<file path="config.mk">
export PLATFORM = sky130hd
export DESIGN_NAME = mix_columns_sched
export DESIGN_NICKNAME = d
export VERILOG_FILES = /design/src/rtl/mix_columns_sched.sv
export SDC_FILE = /design/constraint.sdc
export NUM_CORES = 1
export LEC_CHECK = 0
export ABC_AREA = 1
export ABC_CLOCK_PERIOD_IN_PS = 7250
export CAP_MARGIN = 20
export CORE_MARGIN = 5
export CORE_UTILIZATION = 55
export CTS_BUF_LIST = sky130_fd_sc_hd__clkbuf_4 sky130_fd_sc_hd__clkbuf_8
export DETAILED_ROUTE_END_ITERATION = 7
export GPL_TIMING_DRIVEN = 0
export PLACE_DENSITY_LB_ADDON = 0.05
export SYNTH_ARGS = -nofsm -noshare
export SYNTH_HDL_FRONTEND = slang
export SYNTH_SLANG_ARGS = --single-unit
</file>
<file path="constraint.sdc">
create_clock -name clk -period 7.25 [get_ports clk]
set_clock_uncertainty 0.2 [all_clocks]
set_input_delay 1.45 -clock clk [delete_from_list [all_inputs] [get_ports clk]]
set_output_delay 1.45 -clock clk [all_outputs]
set_load 0.01 [all_outputs]
</file>
<file path="src/rtl/mix_columns_sched.sv">
// AES MixColumns engine with one shared 32-bit column mixer, one column per cycle.
// Optional InvMixColumns support is built when INV_MIXCOL_EN is defined (adds port inv).
module mix_columns_sched (
  input  logic         clk,
  input  logic         rst_n,
  input  logic         in_valid,
  output logic         in_ready,
  input  logic [127:0] in_data,
`ifdef INV_MIXCOL_EN
  input  logic         inv,
`endif
  output logic         out_valid,
  input  logic         out_ready,
  output logic [127:0] out_data,
  output logic         busy
);

  typedef enum logic [1:0] {IDLE, COMP, DONE} state_t;

  state_t        state_q, state_d;
  logic [1:0]    col_q;
  logic [127:0]  st_q;
  logic [127:0]  res_q;
  logic          init_q;
  logic          inv_sel;
  logic          accept;
  logic [31:0]   col_in;
  logic [31:0]   col_out;

  function automatic logic [7:0] xtime(input logic [7:0] x);
    return {x[6:0], 1'b0} ^ (x[7] ? 8'h1b : 8'h00);
  endfunction

  // Multiply by a 4-bit constant: sum of x, 2x, 4x, 8x selected by the bits of c.
  function automatic logic [7:0] gmul(input logic [7:0] x, input logic [3:0] c);
    logic [7:0] acc;
    logic [7:0] p;
    acc = 8'h00;
    p   = x;
    for (int i = 0; i < 4; i++) begin
      if (c[i]) acc = acc ^ p;
      p = xtime(p);
    end
    return acc;
  endfunction

`ifdef INV_MIXCOL_EN
  logic inv_q;
  assign inv_sel = inv_q;
`else
  assign inv_sel = 1'b0;
`endif

  assign in_ready  = init_q && (state_q == IDLE);
  assign out_valid = (state_q == DONE);
  assign busy      = (state_q == COMP) || (state_q == DONE);
  assign out_data  = res_q;
  assign accept    = in_valid && in_ready;
  assign col_in    = st_q[{col_q, 5'b0} +: 32];

  // Single column mixer; row r uses coefficient k[(j - r) mod 4] for input byte j.
  always_comb begin
    logic [7:0] b [4];
    logic [3:0] k [4];
    logic [7:0] r [4];
    // NOTE: every combinational output gets a default first so no path leaves it unassigned (no latch).
    col_out = 32'h0;
    for (int j = 0; j < 4; j++) b[j] = col_in[31-8*j -: 8];
    if (inv_sel) begin
      k[0] = 4'he; k[1] = 4'hb; k[2] = 4'hd; k[3] = 4'h9;
    end else begin
      k[0] = 4'h2; k[1] = 4'h3; k[2] = 4'h1; k[3] = 4'h1;
    end
    for (int i = 0; i < 4; i++) begin
      r[i] = 8'h00;
      for (int j = 0; j < 4; j++) r[i] = r[i] ^ gmul(b[j], k[(j - i) & 3]);
    end
    col_out = {r[0], r[1], r[2], r[3]};
  end

  always_comb begin
    state_d = state_q;
    case (state_q)
      IDLE:    if (accept) state_d = COMP;
      COMP:    if (col_q == 2'd0) state_d = DONE;
      DONE:    if (out_ready) state_d = IDLE;
      default: state_d = IDLE;
    endcase
  end

  // NOTE: sequential state uses non-blocking assignments so all registers update from pre-edge values.
  always_ff @(posedge clk or negedge rst_n) begin
    if (!rst_n) begin
      state_q <= IDLE;
      col_q   <= 2'd0;
      st_q    <= '0;
      res_q   <= '0;
      init_q  <= 1'b0;
`ifdef INV_MIXCOL_EN
      inv_q   <= 1'b0;
`endif
    end else begin
      state_q <= state_d;
      init_q  <= 1'b1;
      if (accept) begin
        st_q  <= in_data;
        col_q <= 2'd3;
`ifdef INV_MIXCOL_EN
        inv_q <= inv;
`endif
      end else if (state_q == COMP) begin
        res_q[{col_q, 5'b0} +: 32] <= col_out;
        col_q <= col_q - 2'd1;
      end
    end
  end

endmodule

</file>
* Word-level counts from Yosys, hierarchy flattened
Cells that the tools add are included.
** Word-level totals
- Bits in latches :: 0
- Memory bits (writable) :: 0
- Memories kept :: 0
- ROM bits :: 0
- Register bits after elaboration :: 261
- Input bits :: 132
- Output and inout port bits :: 131
** Operators by class
- Reductions and logical operators :: 8
- Shift operators :: 3
- Order comparisons :: 0
- Bitwise gates (word level) :: 21
- Eq/ne operators :: 5
- Muxes and demuxes :: 11
- Multipliers :: 0
- Divide/modulo/power cells :: 0
- Add/subtract/negate cells :: 2
** Operator list (number)
- bitwise XOR 8 bit :: 17
- bitwise mux 128 bit :: 1
- variable shift 32 x 9 -> 128 bit, first input constant :: 1
- variable part select 128 x 8 -> 32 bit :: 1
- variable part select 32 x 9 -> 128 bit :: 1
- bitwise XOR 8 x 5 -> 8 bit :: 3
- two-way mux 5 bit :: 4
- two-way mux 2 bit :: 5
- negation 7 -> 9 bit :: 1
- one-hot mux 2 bit (3 select lines) :: 1
- zero test 2 bit :: 2
- != test 2 bit, second input constant :: 2
- AND reduction 3 bit :: 1
- equality test 2 x 1 -> 1 bit, second input constant :: 1
- equality test 2 bit, second input constant :: 1
- logical AND 1 bit :: 2
- != test 2 x 1 -> 1 bit, second input constant :: 1
- AND reduction 2 bit :: 1
- nonzero test 2 bit :: 1
- subtractor 2 x 1 -> 2 bit, second input constant :: 1
- logical OR 1 bit :: 1
- inverter 1 bit :: 1

* Depth between registers and ports, before layout
- Depth after elaboration :: 9
- Mapped depth :: 17

* Worst setup path after synthesis
Ideal clock, no wire load.
- Path kind :: input -> register
- From :: input port in_valid
- To :: register st_q[10]
- Required time :: 6.984 ns
- Stages on the path :: 6
- Setup time :: 0.066 ns
- Arrival time :: 2.387 ns
- Path slack :: 4.597 ns
- Cell sequence :: nand2_1 -> inv_2 -> clkbuf_1 -> buf_1 -> nand2_1 -> nand2_1
** On the way
- Longest elaborated chain between the ends :: 1
** Ends and longest elaborated chain
- from (decl) :: line 6 : input logic in_valid,
- logical AND 1 bit :: line 58 : assign accept = in_valid && in_ready;
- to (signal assigned) :: line 106 : st_q <= in_data;
- to (decl) :: line 22 : logic [127:0] st_q;
No other way between the ends.
A chain may end at the register's enable or synchronous reset.

* Worst setup path after layout
- From :: register state_q[1]
- To :: output port in_ready
** On the way
- Longest elaborated chain between the ends :: 2
** Ends and longest elaborated chain
- from (decl) :: line 20 : state_t state_q, state_d;
- from (signal assigned) :: line 103 : state_q <= state_d;
- zero test 2 bit :: line 54 : assign in_ready = init_q && (state_q == IDLE);
- logical AND 1 bit :: line 54
- to (decl) :: line 7 : output logic in_ready,
No other way between the ends.

==> impl_results.md <==
- Status: finished, final reports clean
- Top cells by area, synth: dfrtp_1 (49%), nand2_1 (32%), nand3_1 (5.8%)
- Setup crit end: in_ready
- CP top delay family: buffers and inverters
- Iter 0 DRT Violations: 1,374
- CP startpoint kind: flip-flop
- Cell Area, Placed: 16,500 um^2
- Clock Latency Late Sink: 0.55 ns
- Kind of critical path: flip-flop to output pin
- Yosys warns: 0
- Clock Tree Root: clkbuf_8
- WP data required: 5.60 ns
- Tot Pwr: 0.0103 W
- Worst path slowest cell: clkdlybuf4s50_1
- Nets@finish: 2,320
- Placement Setup Slack: 3.34 ns
- Area grow syn2layout: 30.0%
- Net Sw Frac: 0.517
- GRT overflow: 0
- Worst hold start: out_data[96]
- Synthesized netlist cell count: 1,871
- Slew headroom: 0.486
- WP buf/inv: 3
- Core ar.: 24,200 um^2
- Cell taking the most area after synthesis: dfrtp_1
- Routed Antenna Nets: 0
- Clock transition at path regs: 0.06 ns
- Number of enable flip-flop cells after synthesis: 0
- First-pass GRT wire length: 72,100 um
- Syn Nets: 2,011
- DR vias/cell: 5.42
- Worst Reg-to-Reg Cells: 9
- Comb pwr share: 0.624
- Routed vias: 13,700
- Int Power: 0.00497 W
- Sequential share of power: 0.241
- N_diodes: 0
- Share of cells above drive strength 1: 0.0828
- Psw: 0.00533 W
- Synth Register Bits: 261
- CTS hold repair buffers: 0
- Mapped Avg Cell Area: 7.17 um^2
- Crit path max fanout: 3
- Seq/Total Area, Yosys: 0.487
- R2r setup slk: 3.99 ns
- Resized Gates After CTS: 0
- H-tree depth: 2
- Setup crit start: state_q[1]
- Mapped cell area: 13,400 um^2
- Synth Flop Type: dfrtp_1
- Most frequent cells after synthesis: nand2_1 (1,157), dfrtp_1 (261), nand3_1 (155)
- Worst Slack Setup Final: 3.66 ns
- Slew @ Worst Pin: 0.771 ns
- CTS tree: yes
- Final instance area: 17,400 um^2
- P_leak: 9.34 nW
- GRT Util Overall: 0.324
- Total Neg Setup Slack: 0 ns
- Post-CTS Setup Bufs: 0
- Tcrit/Tclk final: 0.496
- Initial antenna violation count: 0
- Cell depth of the worst setup path: 5
- Final Slew Violations: 0
- Starting density of the core: 0.555
- Rows: 57
- Async SR Flop Fraction: 1.00
- Port bufs: 262
- Ports: 263
- GP Congestion: 0.934
- Largest net degree at the start of global routing: 119
- RSZ-0062 raised after global routing: no
- Reg2Reg Launch Point: col_q[1]
- Min cycle time layout: 3.59 ns
- Die Area: 27,600 um^2
- Worst VDD drop: 0.242 mV
- Final HPWL DP: 34,900 um
- Power Density: 590 nW/um^2
- Fmax: 278 MHz
- Max Cap Viol: 0
- Most instantiated library cell after synthesis: nand2_1
- Die width: 166 um
- WP data arrival: 1.94 ns
- Clock sink total: 261
- Crit-path most repeated cell: inv_1
- Post-synth cell types: 36
- Final Hold Fails: 0
- Die Y: 166 um
- Worst path cell trace: inv_1, ha_1, nand2_1, inv_1, clkdlybuf4s50_1
- Number of global-route vias before repair: 13,500
- # DRC: 0
- Maximum clock path buffer count: 3
- Critical Path End Type: output pin
- Fill cell count: 1,924
- Routed wire length: 45,600 um
- Final hold slack: 0.280 ns
- Cts bufs inserted: 43
- Share of the synthesized area in the top cell type: 0.487
- Reg-to-Reg End: out_data[8]
- Worst min-delay path class: flip-flop to flip-flop
- Hold Path Depth: 2
- Worst path max stage delay: 0.53 ns
- Clock share of power: 0.135
- Routed WL per cell: 18.0 um
- Final setup vio count: 0
- 1st-pass router iterations: 7
cell usage in the layout, fill, tap and decap left out, types with 2 or more instances in the layout:
master           count
xnor2_1              6
nor2_1               4
buf_1                8
o21ai_1              2
ha_1                 8
buf_4                6
xnor2_2              3
buf_2               11
nand2_2             33
a22o_1               4
inv_1               32
o21ai_0             18
nand2_1           1157
nand4_1             43
nand3_1            155
nand3b_1             2
nand3_2              7
clkdlybuf4s50_1    261
nand2_4              2
xor2_1               4
clkinvlp_4           4
buf_6                9
inv_2               18
clkbuf_8            56
clkbuf_1            55
nor2_2              11
dfrtp_1            261
buf_16               2
clkbuf_4            14
power by group through the flow:
stage               Sequential, W  Combinational (W)  Clock [W]
floorplan                 0.00251            0.00389          0
global placement          0.00247            0.00616          0
detailed placement        0.00248            0.00630          0
CTS                       0.00247            0.00634    0.00139
global route              0.00254            0.00706    0.00147
finish                    0.00248            0.00642    0.00139
final cells by class:
type | instances | area (um^2) | share of cell area
clock buffers | 70 | 876 | 0.0502
clock inverters | 6 | 65.1 | 0.00373
flip-flops and latches | 261 | 6530 | 0.374
well taps | 324 | 405 | 0.0232
repair buffers | 264 | 2680 | 0.154
plain buffers | 90 | 458 | 0.0262
inverters | 52 | 200 | 0.0115
multi-input cells | 1468 | 6230 | 0.357
state kept, by name (all words and copies together), names as in the netlist:
register,count
out_data,128
st_q,128
col_q,2
state_q,2
init_q,1
layer usage:
layer,vias to the layer above,routed length (um),GRT usage,part of all wire
met5,-,0,0,0
met4,0,1870,0.134,0.041
met3,120,3600,0.0567,0.079
met2,703,22100,0.557,0.48
met1,6441,18100,0.408,0.40
li1,6471,-,-,-
cell families after synthesis:
group           count (synthesis)  share of synthesized area
compound gates                 28                     0.0122
flops                         261                      0.487
simple gates                 1417                      0.433
buf+inv                       142                     0.0490
other cells                     1                   0.000279
fa+ha+maj                       8                    0.00746
xor+xnor                       14                     0.0114
worst min path at each step:
stage	slack, ns	end
6_report	0.28	out_data[96]
5_1_grt	0.29	st_q[64]
3_3_place_gp	0.26	st_q[124]
2_1_floorplan	0.25	st_q[124]
3_5_place_dp	0.26	st_q[124]
4_1_cts	0.28	st_q[10]
worst register-to-register path, stage by stage (launching register included):
cell      delay (ns)
dfrtp_1         0.47
inv_2           0.08
buf_4           0.19
buf_2           0.31
ha_1            0.40
clkinv_1        0.24
nor4_1          0.59
clkbuf_1        0.46
nand3_1         0.16
nand2_1         0.08
metrics by stage:
stage,utilization,cells
after floorplan,-,1871
after global placement,0.680,2457
after detailed placement,0.683,2459
after CTS,0.722,2535
after global routing,0.722,2535
final,0.722,2535
(Power assumes the default switching activity.)
